<file path="src/rtl/seg7_pkg.sv">
// rtl/seg7_pkg.sv - shared types and constants for the seven-segment scan controller
package seg7_pkg;

  typedef enum logic [1:0] {
    ST_IDLE  = 2'd0,
    ST_BLANK = 2'd1,
    ST_DRIVE = 2'd2
  } state_t;

  localparam int NUM_DIGITS = 8;
  localparam logic [6:0] SEG_OFF = 7'h7F;

  // Active-low a..g patterns; element [n] is the glyph for nibble n
  localparam logic [15:0][6:0] HEX_TABLE = {
    7'h0E, 7'h06, 7'h21, 7'h46, 7'h03, 7'h08, 7'h10, 7'h00,
    7'h78, 7'h02, 7'h12, 7'h19, 7'h30, 7'h24, 7'h79, 7'h40
  };

endpackage

</file>
<file path="src/rtl/seg7_hex_decode.sv">
// rtl/seg7_hex_decode.sv - combinational nibble to active-low segment decode
module seg7_hex_decode
  import seg7_pkg::*;
(
  input  logic [3:0] nibble,
  output logic [6:0] seg
);

  assign seg = HEX_TABLE[nibble];

endmodule

</file>
<file path="src/rtl/seg7_scan_ctrl.sv">
// rtl/seg7_scan_ctrl.sv - eight-digit multiplexed display scanner with per-slot blanking
// Optional leading-zero blanking is enabled by defining SEG7_LZB_EN.
module seg7_scan_ctrl
  import seg7_pkg::*;
#(
  parameter int DIGIT_CYCLES = 100000,
  parameter int BLANK_CYCLES = 1000
) (
  input  logic        clk,
  input  logic        resetn,
  input  logic        enable,
  input  logic [31:0] value,
  input  logic [7:0]  dp_mask,
  output logic [7:0]  an_n,
  output logic [6:0]  seg_n,
  output logic        dp_n,
  output logic        frame_done
);

  localparam int PW = $clog2(DIGIT_CYCLES);
  localparam int DW = $clog2(NUM_DIGITS);
  localparam logic [PW-1:0] LAST_PRE   = PW'(DIGIT_CYCLES - 1);
  localparam logic [PW-1:0] BLANK_END  = PW'(BLANK_CYCLES - 1);
  localparam logic [DW-1:0] LAST_DIGIT = DW'(NUM_DIGITS - 1);

  state_t          state;
  logic [PW-1:0]   prescaler;
  logic [DW-1:0]   digit;
  logic [31:0]     shadow;
  logic [7:0]      dp_shadow;
  logic [3:0]      nibble;
  logic [6:0]      dec_seg;

  assign nibble = shadow[{digit, 2'b00} +: 4];

  seg7_hex_decode u_dec (
    .nibble (nibble),
    .seg    (dec_seg)
  );

`ifdef SEG7_LZB_EN
  // Digit is a leading zero when it and everything above it in the shadow is zero
  logic lead_zero;
  assign lead_zero = (digit != '0) && ((shadow >> {digit, 2'b00}) == 32'd0);
`endif

  always_ff @(posedge clk or negedge resetn) begin
    if (!resetn) begin
      state      <= ST_IDLE;
      prescaler  <= '0;
      digit      <= '0;
      shadow     <= '0;
      dp_shadow  <= '0;
      an_n       <= 8'hFF;
      seg_n      <= SEG_OFF;
      dp_n       <= 1'b1;
      frame_done <= 1'b0;
    end else begin
      frame_done <= 1'b0;
      an_n       <= 8'hFF;
      seg_n      <= SEG_OFF;
      dp_n       <= 1'b1;
      // Output registers follow the state held during this clock
      if (state == ST_DRIVE) begin
`ifdef SEG7_LZB_EN
        if (!lead_zero || dp_shadow[digit]) an_n <= ~(8'd1 << digit);
        seg_n <= lead_zero ? SEG_OFF : dec_seg;
`else
        an_n  <= ~(8'd1 << digit);
        seg_n <= dec_seg;
`endif
        dp_n  <= ~dp_shadow[digit];
      end

      if (!enable) begin
        state     <= ST_IDLE;
        prescaler <= '0;
        digit     <= '0;
      end else begin
        case (state)
          ST_IDLE: begin
            shadow    <= value;
            dp_shadow <= dp_mask;
            digit     <= '0;
            prescaler <= '0;
            state     <= ST_BLANK;
          end
          ST_BLANK: begin
            prescaler <= prescaler + 1'b1;
            if (prescaler == BLANK_END) state <= ST_DRIVE;
          end
          ST_DRIVE: begin
            if (prescaler == LAST_PRE) begin
              prescaler <= '0;
              digit     <= digit + 1'b1;
              state     <= ST_BLANK;
              if (digit == LAST_DIGIT) begin
                shadow     <= value;
                dp_shadow  <= dp_mask;
                frame_done <= 1'b1;
              end
            end else begin
              prescaler <= prescaler + 1'b1;
            end
          end
          default: state <= ST_IDLE;
        endcase
      end
    end
  end

endmodule
</file>
<file path="config.mk">
export PLATFORM = sky130hd
export DESIGN_NAME = seg7_scan_ctrl
export DESIGN_NICKNAME = d
export VERILOG_FILES = /design/src/rtl/seg7_pkg.sv /design/src/rtl/seg7_hex_decode.sv /design/src/rtl/seg7_scan_ctrl.sv
export SDC_FILE = /design/constraint.sdc
export NUM_CORES = 1
export LEC_CHECK = 0
export BUFFER_PORTS_ARGS = -buffer_cell sky130_fd_sc_hd__buf_2
export CORE_ASPECT_RATIO = 0.5
export CORE_MARGIN = 4
export CORE_UTILIZATION = 57
export CTS_CLUSTER_DIAMETER = 200
export CTS_CLUSTER_SIZE = 10
export DETAILED_ROUTE_END_ITERATION = 6
export GPL_ROUTABILITY_DRIVEN = 0
export PLACE_DENSITY = 0.87
export SKIP_CTS_REPAIR_TIMING = 1
export SKIP_LAST_GASP = 1
export SLEW_MARGIN = 20
export SYNTH_ARGS = -nofsm -noshare
export SYNTH_HDL_FRONTEND = slang
export SYNTH_SLANG_ARGS = --single-unit
export TNS_END_PERCENT = 100
</file>
<file path="constraint.sdc">
create_clock -name clk -period 2.9 [get_ports clk]
set_input_delay 0.145 -clock clk [delete_from_list [all_inputs] [get_ports clk]]
set_output_delay 0.145 -clock clk [all_outputs]
set_load 0.1 [all_outputs]
</file>
==> results of run 1 <==
-- per-layer routing --
layer  global-route usage (%)  vias up  share of wire [%]
met5                        0        -                  0
met4                     8.99        0                2.4
met3                     6.55       26                5.1
met2                     37.6       87                 50
met1                     27.3     1531                 42
li1                         -     1399                  -
-- worst max-delay path, delay by kind of cell, from the launching register on --
| family | cells | cell delay (ps) |
|---|---|---|
| muxes | 3 | 1160 |
| DFF | 1 | 720 |
| adders and majority gates | 1 | 270 |
| AOI/OAI and AO/OA | 1 | 190 |
| buffers and inverters | 1 | 150 |
-- area by class of cell --
cell class / instances / share of cell area (%)
clock inverter: 4 / 1.10
inverter: 14 / 1.10
timing repair buffer: 69 / 8.17
sequential: 79 / 41.7
clock buffer: 12 / 5.14
multi-input combinational: 236 / 40.4
tap: 92 / 2.40
-- cells in the final DEF (no fill, tap or decap), drive strengths merged, types with 6 or more instances in the layout --
cell / count
buf: 68
dfrtp: 63
nand2: 43
mux2: 43
nand3: 17
ha: 17
dfstp: 16
mux2i: 14
inv: 14
clkbuf: 12
o21ai: 11
a21oi: 9
mux4: 8
nand4: 6
nor4: 6
nor2: 6
-- state kept, by name, indices dropped and copies added (netlist names) --
signal / count
an_n: 8
digit: 3
dp_n: 1
dp_shadow: 8
frame_done: 1
prescaler: 17
seg_n: 7
shadow: 32
state: 2
-- kinds of logic (layout without fill, tap and decap cells) --
kind of cell    count (synthesis)  after routing  synth area share (%)
mux                            65             65                  19.6
buf+inv                        37             99                  4.21
flops                          79             79                  48.7
fa+ha+maj                      17             17                  5.19
simple gates                   97             97                  12.1
compound gates                 53             53                  9.37
xor+xnor                        4              4                 0.855
-- power groups by stage --
stage          registers, W  logic, W  clock network, W
2_1_floorplan       0.00186  0.000877                 0
3_5_place_dp        0.00166   0.00145                 0
3_3_place_gp        0.00163   0.00138                 0
6_report            0.00164   0.00147           0.00113
4_1_cts             0.00164   0.00147           0.00115
5_1_grt             0.00168   0.00161           0.00119
-- metrics by stage --
stage               setup slack (ps)  instance area, um^2
global placement                 416                 4480
global route                     184                 4790
detailed placement               319                 4480
floorplan                        423                 4100
finish                           333                 4790
CTS                              321                 4780
-- worst max path at each step --
stage / to / depth (start not counted) / slack, ps / startpoint
after global placement: seg_n[0] / 6 / 420 / digit[0]
final: seg_n[0] / 6 / 330 / digit[0]
after floorplan: seg_n[0] / 8 / 420 / digit[0]
after CTS: seg_n[0] / 6 / 320 / digit[0]
after detailed placement: seg_n[3] / 7 / 320 / digit[0]
after global routing: seg_n[3] / 7 / 180 / digit[0]
==> parameters.txt, run 1 <==
Parameter                              Value

Run status
  Status ... complete, no violations

Hold path
  Hold Crit Depth ... 2
  Worst hold-check path type ... input pin to register
  Origin of the worst min-delay path ... value[24]
  Hold worst-path end ... shadow[24]

Pwr
  Switching part of the total power ... 35.2%
  Cell Int Power ... 0.00275 W
  PD cells ... 884 nW/um^2
  Relative contribution of the clock network to total power ... 26.5%
  Gate power share ... 34.8%
  Total Power Consumption ... 0.00424 W
  Highest ir drop seen on vdd ... 0.000553 V
  Sequential group share of total power ... 38.7%
  Net switching component of the power ... 0.00149 W
  Total leakage power ... 2.06 nW

Clock tree
  Number of levels the H-tree was split into ... 3
  Root buffer cell ... clkbuf_16
  Number of buffers on the longest clock path ... 2
  TritonCTS clock tree ... yes
  Worst-path clk slew ... 60 ps
  Total clock buffers created by CTS ... 9
  Clock tree sinks ... 79
  Clk_lat worst skew ... 340 ps

STA
  Slew at the pin closest to its max-slew limit ... 691 ps
  Setup skew after layout ... 7.84 ps
  RSZ-0062 raised after global routing ... no
  Share of the cycle needed by the critical path after routing ... 88.5%
  Final-layout setup total negative slack ... 0 ps
  Relative max-transition margin ... 53.9%
  Highest attainable clock frequency ... 0.390 GHz
  Worst hold slack after final layout ... 18.7 ps
  Pins over their slew limit ... 0
  Final period demand of the worst path ... 2570 ps
  Final Hold Vio Count ... 0
  Number of setup violations in the final report ... 0

Critical path
  Cells on worst reg2reg path ... 6
  WP data required ... 3170 ps
  Category of the worst setup path launch point ... register
  Reg-to-reg critical path endpoint ... seg_n[0]
  Slack of the worst reg-to-reg path ... 330 ps
  Crit path arrival time ... 2830 ps
  Slowest-stage cell, CP ... dfrtp_1
  Beginning of the worst register-to-register path ... digit[0]
  Startpoint-to-endpoint class of the critical path ... register to register
  Crit end category ... register
  Largest stage delay, worst path ... 720 ps
  Largest fanout on the critical path ... 12
  Cells traversed along the worst timing path ... mux4_2 > mux2i_1 > inv_1 > ha_1 > mux2_2 > o22a_1

Logic synthesis
  Post-Synthesis Cells ... 352
  Post-synthesis register bit count ... 79
  Main synth FF type ... dfrtp_1
  Number of nets in the synthesized netlist ... 412
  Area share of the largest cell type after synthesis ... 38.4%
  Number of warnings issued by yosys ... 0
  Post-synthesis async set-or-reset flop share ... 100%
  Post-synth top cells ... dfrtp_1, nand2_1, mux2_1, ha_1, nand3_1
  Post-synth design cell area ... 4100 um^2
  Cell type with the highest aggregate area in the netlist ... dfrtp_1
  Portion of the post-synthesis area used by sequential elements ... 48.7%
  Count leader, synth ... dfrtp_1
  Avg Inst Size Synth ... 11.6 um^2
  Number of flops mapped to enable cells by yosys ... 0
  Top cells by area, synth ... dfrtp_1, mux2_1, dfstp_2
  Yosys cell types ... 48

Layout
  Antenna cell count ... 0
  Post-route core utilization ... 70.2%
  Area of the multi-input gates ... 1940 um^2
  Final net count ... 469
  Fraction of final layout cells with drive strength greater than 1 ... 27.5%
  Storage cell area ... 2000 um^2
  Fill cell total of the finished layout ... 468
  Layout-stage area growth over the synthesis result ... 16.9%
  Number of non-filler instances in the completed layout ... 506

Flow run
  Max-cap violation count ... 0

Placed design
  Count of buffers from port buffering ... 59
  Placed Cells ... 489
  DP Wirelength ... 6090 um

Die
  IO Pins ... 60
  Die outline area ... 8700 um^2
  Core area ... 6830 um^2
  Die extent in y ... 68.0 um
  Overall die width ... 128 um
  Initial core utilization ... 60.0%
  Placement row count ... 21

Routing
  Drt drc ... 0
  Vias per Instance ... 6.01
  Iteration-0 DRC Markers ... 307
  Detailed-routing iteration count for the pre-antenna-repair pass ... 4
  Vias post-DR ... 3043
  Routed WL per cell ... 17.6 um
  Antenna Nets Post-Route ... 0
  Final wirelength ... 8890 um

Global routing
  Overflow left after global routing ... 0
  Maximum number of pins on one net before global-route repair ... 80
  Vias in the first global route ... 3073
  GRT Util Overall ... 22.2%
  Antenna violations before repair ... 0
  Wire length of the first global-routing pass ... 14800 um
Note: power is estimated with default switching activity, not from simulation.
==> inputs of run 2 (changes only) <==
--- a/config.mk
+++ b/config.mk
@@ -6,14 +6,15 @@
 export NUM_CORES = 1
 export LEC_CHECK = 0
 export BUFFER_PORTS_ARGS = -buffer_cell sky130_fd_sc_hd__buf_2
+export CAP_MARGIN = 20
 export CORE_ASPECT_RATIO = 0.5
 export CORE_MARGIN = 4
-export CORE_UTILIZATION = 57
+export CORE_UTILIZATION = 52
 export CTS_CLUSTER_DIAMETER = 200
 export CTS_CLUSTER_SIZE = 10
 export DETAILED_ROUTE_END_ITERATION = 6
 export GPL_ROUTABILITY_DRIVEN = 0
-export PLACE_DENSITY = 0.87
+export PLACE_DENSITY = 0.84
 export SKIP_CTS_REPAIR_TIMING = 1
 export SKIP_LAST_GASP = 1
 export SLEW_MARGIN = 20
==> constraint.sdc (replaced) <==
create_clock -name clk -period 2.2 [get_ports clk]
set_input_delay 0.11 -clock clk [delete_from_list [all_inputs] [get_ports clk]]
set_output_delay 0.11 -clock clk [all_outputs]
set_load 0.1 [all_outputs]
==> run 2 against run 1 <==
Net effect: the flow now finishes with violations (negative hold slack, negative setup slack); wire length increased by 18%; sequential power is 32% higher; sequential cell count unchanged; worst setup slack worse by 350 ps; maximum frequency rose by 16%; core utilization grew 0.99 points; largest power group is now combinational cells.
==> parameters.txt, run 2 (synthesis gave the netlist of run 1 again) <==
Parameter                              Value

Placed design
  Count of buffers from port buffering ... 59 (unchanged)
  Dpl ws ... -2.51 ps (-322 ps)
  DP Wirelength ... 6380 um (+4.8%)

STA
  Final setup slack of the worst path ... -19.6 ps (-353 ps)
  Share of the cycle needed by the critical path after routing ... 101% (+12 points)
  RSZ-0062 raised after global routing ... yes
  Final-layout setup total negative slack ... -70.3 ps (-70.3 ps)
  Setup skew after layout ... 12.2 ps (+4.34 ps)
  Final period demand of the worst path ... 2220 ps (-347 ps)
  Highest attainable clock frequency ... 0.451 GHz (+16%)
  Worst hold slack after final layout ... -86.7 ps (-105 ps)
  Slew at the pin closest to its max-slew limit ... 954 ps (+263 ps)
  Relative max-transition margin ... 36.4% (-18 points)
  Pins over their slew limit ... 0 (unchanged)
  Number of setup violations in the final report ... 10 (+10)
  Final Hold Vio Count ... 66 (+66)

Critical path
  Cells on worst reg2reg path ... 8 (+2)
  Largest fanout on the critical path ... 12 (unchanged)
  Category of the worst setup path launch point ... register
  Crit path arrival time ... 2440 ps (-390 ps)
  Beginning of the worst register-to-register path ... digit[0]
  Startpoint-to-endpoint class of the critical path ... register to register
  WP data required ... 2420 ps (-750 ps)
  Crit end category ... register
  Reg-to-reg critical path endpoint ... dp_shadow[5]
  Slack of the worst reg-to-reg path ... -20 ps (-350 ps)

Layout
  Area of the multi-input gates ... 1980 um^2 (+1.9%)
  Commonest non-fill, non-tap cells in the layout ... dfrtp_1, buf_2, nand2_1
  Fill cell total of the finished layout ... 494 (+5.6%)
  Most common cell after layout, fill and taps aside ... dfrtp_1
  Fraction of final layout cells with drive strength greater than 1 ... 32.1% (+4.5 points)
  Post-route core utilization ... 71.2% (+0.99 points)
  Top Registers ... shadow (32), prescaler (17)
  Layout-stage area growth over the synthesis result ... 29.9%
  Largest reg by FF count ... shadow
  Final net count ... 523 (+12%)
  Max FFs per register ... 32 (unchanged)
  Antenna cell count ... 0 (unchanged)
  Storage cell area ... 2000 um^2 (about the same)

Clock tree
  Number of buffers on the longest clock path ... 2 (unchanged)
  Clock tree sinks ... 79 (unchanged)
  Clk_lat worst skew ... 350 ps (about the same)
  Number of levels the H-tree was split into ... 3 (unchanged)
  Root buffer cell ... clkbuf_16
  Total clock buffers created by CTS ... 9 (unchanged)
  Worst-path clk slew ... 60 ps (about the same)
  TritonCTS clock tree ... yes

Pwr
  PD cells ... 1100 nW/um^2 (+25%)
  Highest ir drop seen on vdd ... 0.000772 V (+39%)
  Total leakage power ... 2.30 nW (+11%)

Routing
  Iteration-0 DRC Markers ... 354 (+15%)
  Drt drc ... 0 (unchanged)
  Detailed-routing iteration count for the pre-antenna-repair pass ... 5 (+1)
  Vias per Instance ... 5.80 (-3.6%)
  Final wirelength ... 10500 um (+18%)
  Vias post-DR ... 3340 (+9.8%)
  Antenna Nets Post-Route ... 0 (unchanged)
  Routed WL per cell ... 18.2 um (+3.3%)

Die
  IO Pins ... 60 (unchanged)
  Placement row count ... 22 (+4.8%)
  Overall die width ... 134 um (+4.4%)
  Initial core utilization ... 54.8% (-5.3 points)
  Core area ... 7490 um^2 (+9.6%)
  Die outline area ... 9460 um^2 (+8.7%)
  Die extent in y ... 70.8 um (+4.1%)

Run status
  Violations in the final reports ... negative hold slack, negative setup slack
  Status ... finished, violations left

Hold path
  Worst hold-check path type ... input pin to async pin

Global routing
  GRT Util Overall ... 19.8% (-2.4 points)
  Maximum number of pins on one net before global-route repair ... 80 (unchanged)
  Wire length of the first global-routing pass ... 14800 um (-0.24%)
  Vias in the first global route ... 3028 (-1.5%)
  Overflow left after global routing ... 0 (unchanged)
  Antenna violations before repair ... 0 (unchanged)

Flow run
  Max-cap violation count ... 0 (unchanged)
run 2: critical path: stages, from the launching register on:
cell and delay (ps):
dfrtp_2 410, buf_4 120, ha_1 180, ha_1 230
inv_1 60, o31a_1 340, nor2_4 160, buf_4 230
mux2_1 360
run 2: per-stage QoR:
stage | power (W) | instances | hold slack (ps) | cell area [um^2]
after detailed placement | 0.00419 | 529 | 318 | 4700
after global placement | 0.00409 | 529 | 320 | 4700
after CTS | 0.00570 | 545 | -43.4 | 4990
final | 0.00589 | 576 | -86.7 | 5330
after global routing | 0.00617 | 576 | -18.1 | 5330
after floorplan | 0.00363 | 352 | -186 | 4130
run 2: area by class of cell:
type	count	share of cell area (%)
Clock buffer	9	4.23
Clock inverter	7	1.36
Inverter	14	0.986
Multi-Input combinational cell	236	37.1
Sequential cell	79	37.5
Tap cell	108	2.54
Timing Repair Buffer	123	16.3
run 2: power by group:
part           leakage (nW)  internal (W)  switching [W]
registers             0.953       0.00193       0.000233
clock network         0.147      0.000882       0.000615
logic                  1.20      0.000926        0.00130
run 2: per-layer routing:
layer | wire length [um] | vias to the layer above | GRT usage [%]
met3 | 513 | 45 | 5.11
met1 | 4410 | 1653 | 25.5
met2 | 5220 | 134 | 33.0
met4 | 312 | 0 | 7.07
li1 | - | 1508 | -
met5 | 0 | - | 0
run 2: worst max-delay path by stage:
| stage | startpoint | end | slack [ps] | cells past startpoint |
|---|---|---|---|---|
| floorplan | digit[0] | seg_n[0] | 0.4 | 8 |
| global placement | digit[0] | seg_n[0] | 40 | 7 |
| detailed placement | digit[0] | seg_n[0] | -3 | 7 |
| CTS | digit[0] | seg_n[3] | -40 | 8 |
| global route | digit[0] | seg_n[0] | -100 | 7 |
| finish | digit[0] | dp_shadow[5] | -20 | 8 |
==> inputs of run 3 (changes only) <==
--- a/config.mk
+++ b/config.mk
@@ -8,7 +8,6 @@
 export BUFFER_PORTS_ARGS = -buffer_cell sky130_fd_sc_hd__buf_2
 export CAP_MARGIN = 20
 export CORE_ASPECT_RATIO = 0.5
-export CORE_MARGIN = 4
 export CORE_UTILIZATION = 52
 export CTS_CLUSTER_DIAMETER = 200
 export CTS_CLUSTER_SIZE = 10
==> run 3 against run 2 <==
Net effect: wire length up 5.7%; the run still ends with negative hold slack, negative setup slack left; global-route usage up 4.3 points; critical path type unchanged; critical path depth down 1; sequential share of layout area down 0.79 points; core utilization up 1.5 points.
==> parameters.txt, run 3 (synthesis gave the netlist of run 1 again) <==
Parameter                              Value

Critical path
  Slowest-stage cell, CP ... mux4_2
  Category of the worst setup path launch point ... register
  Cells on worst reg2reg path ... 7 (-1)
  Crit path arrival time ... 2490 ps (+50 ps)
  Top delay family on crit path ... multiplexers
  Largest stage delay, worst path ... 550 ps (+140 ps)
  Slack of the worst reg-to-reg path ... -20 ps (about the same)
  WP data required ... 2470 ps (+50 ps)
  Buffers plus inverters on the worst setup path ... 2 (-1)
  Largest fanout on the critical path ... 6 (-6)
  Cells traversed along the worst timing path ... buf_6 > mux4_2 > mux2i_2 > inv_1 > ha_2 > mux2_2 > o22a_1
  Beginning of the worst register-to-register path ... digit[0]
  Crit end category ... register
  Reg-to-reg critical path endpoint ... seg_n[0]
  Startpoint-to-endpoint class of the critical path ... register to register

STA
  Number of setup violations in the final report ... 2 (-8)
  Worst hold slack after final layout ... -76.5 ps (+10.2 ps)
  Relative max-transition margin ... 35.5% (-0.84 points)
  Final setup slack of the worst path ... -24.3 ps (-4.63 ps)
  Pins over their slew limit ... 0 (unchanged)
  Setup skew after layout ... 8.99 ps (-3.18 ps)
  RSZ-0062 raised after global routing ... yes
  Highest attainable clock frequency ... 0.450 GHz (-0.21%)
  Slew at the pin closest to its max-slew limit ... 967 ps (+12.6 ps)
  Final period demand of the worst path ... 2220 ps (+4.63 ps)
  Final-layout setup total negative slack ... -25.7 ps (+44.7 ps)
  Final Hold Vio Count ... 68 (+3.0%)
  Share of the cycle needed by the critical path after routing ... 101% (+0.21 points)

Die
  Die extent in y ... 64.8 um (-8.5%)
  Die outline area ... 8270 um^2 (-13%)
  Initial core utilization ... 54.8% (unchanged)
  IO Pins ... 60 (unchanged)
  Core area ... 7490 um^2 (unchanged)
  Overall die width ... 128 um (-4.5%)
  Placement row count ... 22 (unchanged)

Clock tree
  Clk_lat worst skew ... 350 ps (about the same)
  Clock tree sinks ... 79 (unchanged)
  TritonCTS clock tree ... yes
  Number of buffers on the longest clock path ... 2 (unchanged)
  Number of levels the H-tree was split into ... 3 (unchanged)
  Worst-path clk slew ... 60 ps (about the same)
  Root buffer cell ... clkbuf_16
  Total clock buffers created by CTS ... 9 (unchanged)

Placed design
  Count of buffers from port buffering ... 59 (unchanged)
  Placed Cells ... 526 (-0.57%)
  DP Wirelength ... 6090 um (-4.5%)

Pwr
  Total leakage power ... 2.38 nW (+3.5%)
  PD cells ... 1170 nW/um^2 (+5.6%)
  Highest ir drop seen on vdd ... 0.000799 V (+3.5%)
  Total Power Consumption ... 0.00635 W (+7.8%)

Layout
  Max FFs per register ... 32 (unchanged)
  Top Registers ... shadow (32), prescaler (17)
  Post-route core utilization ... 72.6% (+1.5 points)
  Antenna cell count ... 0 (unchanged)
  Fraction of final layout cells with drive strength greater than 1 ... 39.1% (+7.1 points)
  Commonest non-fill, non-tap cells in the layout ... dfrtp_1, buf_2, nand2_1
  Largest reg by FF count ... shadow
  Most common cell after layout, fill and taps aside ... dfrtp_1
  Final net count ... 515 (-1.5%)
  Layout-stage area growth over the synthesis result ... 32.7%
  Number of non-filler instances in the completed layout ... 568 (-1.4%)

Routing
  Vias per Instance ... 5.90 (+1.8%)
  Vias post-DR ... 3353 (+0.39%)
  Routed WL per cell ... 19.5 um (+7.2%)
  Antenna Nets Post-Route ... 0 (unchanged)
  Iteration-0 DRC Markers ... 224 (-37%)
  Drt drc ... 0 (unchanged)
  Detailed-routing iteration count for the pre-antenna-repair pass ... 4 (-1)
  Final wirelength ... 11000 um (+5.7%)

Hold path
  Worst hold-check path type ... input pin to async pin

Global routing
  GRT Util Overall ... 24.1% (+4.3 points)
  Overflow left after global routing ... 0 (unchanged)
  Wire length of the first global-routing pass ... 15000 um (+1.1%)
  Maximum number of pins on one net before global-route repair ... 80 (unchanged)
  Antenna violations before repair ... 0 (unchanged)
  Vias in the first global route ... 3007 (-0.69%)

Flow run
  Max-cap violation count ... 0 (unchanged)

Run status
  Violations in the final reports ... negative hold slack, negative setup slack
  Status ... finished, violations left
-- run 3: where the power goes --
part	total (W)	switching, W	internal [W]	leakage, nW
clock network	0.00153	0.000643	0.000892	0.140
registers	0.00223	0.000300	0.00193	0.954
logic	0.00258	0.00135	0.00123	1.29
-- run 3: worst max-delay path by stage --
stage	depth (start not counted)	slack (ps)	from	end
global route	7	-60	digit[0]	seg_n[0]
detailed placement	7	40	digit[0]	seg_n[0]
floorplan	8	0.4	digit[0]	seg_n[0]
CTS	7	-20	digit[0]	seg_n[0]
finish	7	-20	digit[0]	seg_n[0]
global placement	7	90	digit[0]	seg_n[0]
-- run 3: metrics by stage --
stage	cell area [um^2]	worst slack [ps]
3_5_place_dp	4670	35.1
4_1_cts	4980	-22.8
5_1_grt	5440	-64.9
2_1_floorplan	4130	0.406
6_report	5440	-24.3
3_3_place_gp	4670	86.3
-- run 3: final cells by class --
class	count	area, um^2
clock buffers	9	225
repair buffers	115	856
clock inverters	7	81.3
flip-flops and latches	79	2000
inverters	14	52.6
well taps	108	135
fillers	468	2050
multi-input cells	236	2090
-- run 3: metal layers --
metal	up-vias	global-route usage, %	wire length (um)
met5	-	0	0
met4	0	9.56	345
met3	35	7.60	575
met2	140	38.8	5500
met1	1680	30.8	4630
li1	1498	-	-
